[src/rtl/wallace_pkg.sv]
// Shared sizing helpers for the pipelined Wallace-tree multiplier:
// reduction-layer count, row count after N layers and layer-to-stage mapping.
package wallace_pkg;

    localparam int unsigned MAX_STAGES = 4;

    // Rows left after applying the given number of 3:2 layers to the given row count.
    function automatic int unsigned rows_after(input int unsigned rows, input int unsigned layers);
        int unsigned r;
        r = rows;
        for (int unsigned i = 0; i < layers; i++) begin
            if (r > 2) r = 2 * (r / 3) + (r % 3);
        end
        return r;
    endfunction

    function automatic int unsigned num_layers(input int unsigned rows);
        int unsigned r;
        int unsigned n;
        r = rows;
        n = 0;
        for (int unsigned i = 0; i < 64; i++) begin
            if (r > 2) begin
                r = 2 * (r / 3) + (r % 3);
                n++;
            end
        end
        return n;
    endfunction

    function automatic int unsigned layer_stage(input int unsigned layer, input int unsigned layers,
                                                input int unsigned stages);
        return (layer * stages) / layers;
    endfunction

    // Smallest layer index mapped to the given stage; equals 'layers' past the last stage.
    function automatic int unsigned stage_first_layer(input int unsigned stage,
                                                      input int unsigned layers,
                                                      input int unsigned stages);
        return (stage * layers + stages - 1) / stages;
    endfunction

endpackage

[src/rtl/wallace_csa_layer.sv]
// One Wallace reduction layer: every full group of three rows goes through a bitwise
// 3:2 carry-save cell; leftover rows pass straight through, freed rows are zeroed.
module wallace_csa_layer #(
    parameter int unsigned ROWS  = 3,
    parameter int unsigned ROW_W = 16
) (
    input  logic [ROWS-1:0][ROW_W-1:0] rows_in,
    output logic [ROWS-1:0][ROW_W-1:0] rows_out
);

    localparam int unsigned GROUPS = ROWS / 3;
    localparam int unsigned REM    = ROWS % 3;
    localparam int unsigned NOUT   = 2 * GROUPS + REM;

    for (genvar g = 0; g < GROUPS; g++) begin : g_csa
        logic [ROW_W-1:0] x, y, z;
        assign x = rows_in[3*g];
        assign y = rows_in[3*g+1];
        assign z = rows_in[3*g+2];
        assign rows_out[2*g]   = x ^ y ^ z;
        assign rows_out[2*g+1] = ((x & y) | (x & z) | (y & z)) << 1;
    end

    for (genvar k = 0; k < REM; k++) begin : g_pass
        assign rows_out[2*GROUPS+k] = rows_in[3*GROUPS+k];
    end

    if (NOUT < ROWS) begin : g_zero
        assign rows_out[ROWS-1:NOUT] = '0;
    end

endmodule

[src/rtl/pipelined_wallace_mult.sv]
// Pipelined Wallace-tree multiplier with valid/ready handshake and in-flight counter.
// Define WALLACE_SIGNED_EN to add the in_signed port (Baugh-Wooley signed products).
module pipelined_wallace_mult
    import wallace_pkg::*;
#(
    parameter int unsigned WIDTH  = 8,
    parameter int unsigned STAGES = 3
) (
    input  logic               CLK,
    input  logic               RST,
    input  logic               in_valid,
    output logic               in_ready,
    input  logic [WIDTH-1:0]   A,
    input  logic [WIDTH-1:0]   B,
`ifdef WALLACE_SIGNED_EN
    input  logic               in_signed,
`endif
    output logic               out_valid,
    input  logic               out_ready,
    output logic [2*WIDTH-1:0] M_OUT,
    output logic [2:0]         inflight
);

    localparam int unsigned ROW_W = 2 * WIDTH;
    localparam int unsigned NL    = num_layers(WIDTH);

    typedef logic [WIDTH-1:0][ROW_W-1:0] rows_t;

    logic              advance, in_xfer, out_xfer, is_signed;
    logic [STAGES-1:0] valid_q;
    logic [ROW_W-1:0]  prod_d, prod_q;
    logic [2:0]        inflight_q;
    rows_t             pp;
    rows_t             lin     [NL];
    rows_t             lout    [NL];
    rows_t             stg_in  [STAGES];
    rows_t             stg_out [STAGES];

`ifdef WALLACE_SIGNED_EN
    assign is_signed = in_signed;
`else
    assign is_signed = 1'b0;
`endif

    assign advance   = !out_valid || out_ready;
    assign in_ready  = advance;
    assign in_xfer   = in_valid && in_ready;
    assign out_xfer  = out_valid && out_ready;
    assign out_valid = valid_q[STAGES-1];
    assign M_OUT     = prod_q;
    assign inflight  = inflight_q;

    // Signed mode inverts terms with exactly one MSB factor; the correction constant
    // 2^WIDTH + 2^(2*WIDTH-1) sits in row 0, whose upper bits are otherwise empty.
    always_comb begin
        pp = '0;
        for (int unsigned i = 0; i < WIDTH; i++) begin
            for (int unsigned j = 0; j < WIDTH; j++) begin
                pp[i][i+j] = (A[j] & B[i]) ^
                             (is_signed && ((i == WIDTH - 1) != (j == WIDTH - 1)));
            end
        end
        if (is_signed) begin
            pp[0][WIDTH]   = 1'b1;
            pp[0][ROW_W-1] = 1'b1;
        end
    end

    assign stg_in[0] = pp;

    for (genvar l = 0; l < NL; l++) begin : g_layer
        localparam int unsigned NR = rows_after(WIDTH, l);
        localparam int unsigned ST = layer_stage(l, NL, STAGES);
        logic [NR-1:0][ROW_W-1:0] part;

        if (l == stage_first_layer(ST, NL, STAGES)) begin : g_head
            assign lin[l] = stg_in[ST];
        end else begin : g_chain
            assign lin[l] = lout[l-1];
        end

        wallace_csa_layer #(
            .ROWS  (NR),
            .ROW_W (ROW_W)
        ) u_layer (
            .rows_in  (lin[l][NR-1:0]),
            .rows_out (part)
        );

        if (NR < WIDTH) begin : g_pad
            assign lout[l] = {lin[l][WIDTH-1:NR], part};
        end else begin : g_full
            assign lout[l] = part;
        end
    end

    for (genvar s = 0; s < STAGES; s++) begin : g_stage
        localparam int unsigned LF = stage_first_layer(s, NL, STAGES);
        localparam int unsigned LE = stage_first_layer(s + 1, NL, STAGES);

        if (LE > LF) begin : g_out
            assign stg_out[s] = lout[LE-1];
        end else begin : g_bypass
            assign stg_out[s] = stg_in[s];
        end

        if (s < STAGES - 1) begin : g_reg
            rows_t rows_q;
            always_ff @(posedge CLK) begin
                if (RST) begin
                    rows_q <= '0;
                end else if (advance) begin
                    rows_q <= stg_out[s];
                end
            end
            assign stg_in[s+1] = rows_q;
        end
    end

    assign prod_d = stg_out[STAGES-1][0] + stg_out[STAGES-1][1];

    always_ff @(posedge CLK) begin
        if (RST) begin
            valid_q <= '0;
            prod_q  <= '0;
        end else if (advance) begin
            valid_q[0] <= in_valid;
            for (int s = 1; s < STAGES; s++) begin
                valid_q[s] <= valid_q[s-1];
            end
            prod_q <= prod_d;
        end
    end

    always_ff @(posedge CLK) begin
        if (RST) begin
            inflight_q <= '0;
        end else if (in_xfer && !out_xfer) begin
            inflight_q <= inflight_q + 3'd1;
        end else if (out_xfer && !in_xfer) begin
            inflight_q <= inflight_q - 3'd1;
        end
    end

endmodule

[config.mk]
export PLATFORM = sky130hd
export DESIGN_NAME = pipelined_wallace_mult
export DESIGN_NICKNAME = d
export VERILOG_FILES = /design/src/rtl/wallace_pkg.sv /design/src/rtl/wallace_csa_layer.sv /design/src/rtl/pipelined_wallace_mult.sv
export SDC_FILE = /design/constraint.sdc
export NUM_CORES = 1
export LEC_CHECK = 0
export BUFFER_PORTS_ARGS = -buffer_cell sky130_fd_sc_hd__buf_2
export CAP_MARGIN = 20
export CORE_UTILIZATION = 57
export CTS_CLUSTER_DIAMETER = 100
export DETAILED_ROUTE_END_ITERATION = 10
export PLACE_DENSITY = 0.76
export SYNTH_ARGS = -nofsm -noshare
export SYNTH_HDL_FRONTEND = slang
export SYNTH_HIERARCHICAL = 1
export SYNTH_SLANG_ARGS = --single-unit
[constraint.sdc]
create_clock -name CLK -period 2.11 [get_ports CLK]
set_input_delay 0.1055 -clock CLK [delete_from_list [all_inputs] [get_ports CLK]]
set_output_delay 0.1055 -clock CLK [all_outputs]
set_load 0.02 [all_outputs]
# After elaboration in Yosys (flattened, before gate mapping)
# Cells that the tools add are included.
[totals] input_bits=20 output_inout_bits=21 word_cells=130 reg_bits=130
[op_classes] mux=2 n_bitwise=106 n_reduce_logical=9 n_addsub=3
[op_table] cell="bitwise AND 15 bit" count=10
[op_table] cell="OR 15 bit" count=9
[op_table] cell="bitwise XOR 16 bit" count=6
[op_table] cell="bitwise AND 1 bit" count=64
[op_table] cell="adder 16 bit" count=1
[op_table] cell="bitwise XOR 16 x 14 -> 16 bit" count=1
[op_table] cell="bitwise XOR 16 x 15 -> 16 bit" count=1
[op_table] cell="bitwise AND 14 x 15 -> 15 bit" count=1
[op_table] cell="bitwise AND 15 x 14 -> 15 bit" count=1
[op_table] cell="OR 15 x 10 -> 15 bit" count=1
[op_table] cell="bitwise AND 11 x 13 -> 13 bit" count=1
[op_table] cell="bitwise AND 12 x 13 -> 13 bit" count=1
[op_table] cell="OR 12 x 13 -> 13 bit" count=1
[op_table] cell="OR 13 bit" count=1
[op_table] cell="bitwise XOR 12 x 13 -> 13 bit" count=1
[op_table] cell="bitwise AND 11 x 12 -> 12 bit" count=1
[op_table] cell="bitwise XOR 11 x 12 -> 12 bit" count=1
[op_table] cell="bitwise AND 8 x 10 -> 10 bit" count=1
[op_table] cell="bitwise AND 9 x 10 -> 10 bit" count=1
[op_table] cell="bitwise XOR 9 x 10 -> 10 bit" count=1
[op_table] cell="bitwise AND 8 x 9 -> 9 bit" count=1
[op_table] cell="bitwise XOR 8 x 9 -> 9 bit" count=1
[op_table] cell="2-to-1 mux 3 bit" count=2
[op_table] cell="logical AND 1 bit" count=4
[op_table] cell="other kinds (5)" count=7

# Longest topological paths before layout
[logic_depth] word_depth=7 mapped_depth=9 depth_no_buf=9

# By module
# The synthesis kept the hierarchy.
[by_module_without_submodules] module="pipelined_wallace_mult" n_inst=1 seq_area_each_um2=2682.6 cells_each=741 area_each_um2=5719.2
[by_module_without_submodules] module="wallace_csa_layer (g_layer[0].u_layer)" n_inst=1 seq_area_each_um2=0.0 cells_each=99 area_each_um2=1147.4
[by_module_without_submodules] module="wallace_csa_layer (g_layer[1].u_layer)" n_inst=1 seq_area_each_um2=0.0 cells_each=67 area_each_um2=907.1
[by_module_without_submodules] module="wallace_csa_layer (g_layer[2].u_layer)" n_inst=1 seq_area_each_um2=0.0 cells_each=50 area_each_um2=575.6
[by_module_without_submodules] module="wallace_csa_layer (g_layer[3].u_layer)" n_inst=1 seq_area_each_um2=0.0 cells_each=34 area_each_um2=455.4

# Worst setup path before layout
# OpenSTA, ideal clock, no wires.
[synth_timing] path_type="register to register" from="register g_stage[1].g_reg.rows_q[1] (netlist name)" to="register prod_q[12] (netlist: M_OUT[12])" synth_period_minus_slack_ns=2.332 setup_ns=0.121 path_slack_ns=-0.222 stages_incl_launch_ff=9 n_path_buf=0 required_time_ns=1.989 t_arrival_ns=2.211 path_cell_list="dfxtp_1 > fa_1 > fa_1 > a21oi_2 > o21a_1 > o21ai_2 > a311oi_1 > or4_1 > nand3_1"
[synth_lines] item="start, declared" line="pipelined_wallace_mult.sv:108" rtl="rows_t rows_q;"
[synth_lines] item="start signal, assigned" line="pipelined_wallace_mult.sv:113" rtl="rows_q <= stg_out[s];"
[synth_lines] item="end signal, assigned" line="pipelined_wallace_mult.sv:131" rtl="prod_q <= prod_d;"
[synth_lines] item="end, declared" line="pipelined_wallace_mult.sv:31" rtl="logic [ROW_W-1:0] prod_d, prod_q;"

==> results.cfg <==
[grt]
met2_usage = 0.405
grtUsageMet3 = 0.0517
grt_pass1_vias = 5879
grt_pass1_wl_microns = 27500
grt_use_total = 0.239
grt_max_degree = 81
overflow = 0
top_usage_layer = met2
antenna_found_initial = 0
grtUsageMet1 = 0.304

[cts]
clk_pin_slew_worst_paths_ns = 0.06
clock_sinks = 134
clockBufferDepth = 2
clock_latency_ns = 0.42
htreeDepth = 4
cts_tree = yes
cts_inserted_buffers = 17
cts_root_buf = clkbuf_16

[drt]
wl_per_cell_microns = 14.3
totalWireLength_microns = 16400
first_pass_iters = 6
ant_nets = 0
via_count = 5960
routed_via_density = 5.19
drt_iter0_markers = 379
drcViolationCount = 0

[flow_run]
cap_violations = 0

[sta]
finalClockSkew_ns = 0.00768
hold_viol = 0
slew_viol_final = 0
worst_pin_slew_ns = 0.719
slew_headroom = 0.521
finalCritPeriodShare = 1.08
setup_violations = 11
finalWorstPathRequiredPeriod_ns = 2.28
clock.fmax_mhz = 438
rsz0062_at_grt = true
fin_ws_ns = -0.174

[floorplanning]
core_region_area_sq_um = 13900
die_h_microns = 121
num_rows = 43
die_area_sq_um = 14700
start_util = 0.582
die_x_microns = 121
pin_count = 41

[synthesis]
syn_avg_cell_area_sq_um = 9.03
netlist_instances = 895
yosysWarnings = 6
netlist_area_sq_um = 8080

[worst_setup_path]
start_kind = register
crit_path_end_kind = register
worstPathArrival_ns = 2.64
crit_required_ns = 2.47
criticalPathCategory = register to register
path_max_fanout = 4

[pwr]
power_uw = 8660
p_per_area_nw_per_um2 = 915
total_leakage_power_uw = 0.00411
peakVddDrop_uv = 533

[cells_and_area]
design_area_sq_um = 9470
fin_nets = 1082
nFillCells = 1115
final_common_cell = nand2_1
layout_common_cells = nand2_1 (250), a21oi_1 (130), dfxtp_1 (126)
n_antenna_cell = 0
area_growth_pct = 17.1
drive_above_1_share = 0.162

[place]
gp_congestion = 0.795
hpwl_microns = 10800
portBuffers = 40
place_area_sq_um = 8640

[status]
violations = setup timing
outcome = finished, violations left

[hold_path]
hold_path.class = input pin to register
## through the flow
| stage | TNS, ns | hold slack [ns] | setup WS, ns | util | instances |
|---|---|---|---|---|---|
| after detailed placement | -0.958 | 0.380 | -0.153 | 0.622 | 1110 |
| final | -1.31 | 0.0686 | -0.174 | 0.682 | 1148 |
| after global placement | -0.590 | 0.375 | -0.121 | 0.622 | 1110 |
| after CTS | -0.846 | 0.0560 | -0.161 | 0.671 | 1144 |
| after global routing | -2.27 | 0.0646 | -0.264 | 0.682 | 1148 |
| after floorplan | -0.108 | 0.246 | -0.0677 | - | 960 |
## sequential cells by signal (all words and copies together) (netlist names)
signal                cells
M_OUT                    16
valid_q                   3
inflight                  3
g_stage.g_reg.rows_q    112
## critical path, stage by stage (launching register included)
cell and delay, ns:
dfxtp_2 0.33, fa_1 0.51, ha_4 0.33, nand2_4 0.07, o21a_1 0.21, o21ai_2 0.17
a311oi_2 0.12, or4_1 0.41, nand3_1 0.07
## layer usage
metal	vias up	share of wire
met4	0	0.019
met2	90	0.51
met3	25	0.029
met1	2947	0.44
li1	2898	-
met5	-	0
## timing repair
item,4_1_cts,5_1_grt
hold buffers,1,0
setup buffers,1,4
gates resized for setup,11,27
pin swaps,21,14
hold endpoints to repair,1,0
setup endpoints to repair,12,12
gates cloned,0,0
## final timing paths
check                                      to  depth (start not counted)                   startpoint  slack (ns)
hold / removal                     valid_q[2]                          2                          RST        0.07
setup / recovery                    M_OUT[12]                          8  g_stage[1].g_reg.rows_q[36]       -0.17
hold reg to reg   g_stage[0].g_reg.rows_q[52]                          2  g_stage[0].g_reg.rows_q[52]        0.45
setup reg to reg                    M_OUT[12]                          8  g_stage[1].g_reg.rows_q[36]       -0.17
## where the power goes
group	internal, uW	switching, uW	leakage (uW)
Clock	1950	1110	0.000290
Combinational	1140	1300	0.00271
Sequential	2900	261	0.00111
## layout make-up
class                      instances  area [sq um]  area share
clock buffer                      20           467      0.0493
clock inverter                    12           151      0.0160
inverter                           6          25.0     0.00264
multi-input combinational        722          5390       0.569
sequential                       134          2690       0.284
tap                              180           225      0.0238
timing repair buffer              74           518      0.0547
Power figures use the tool's default switching activity.
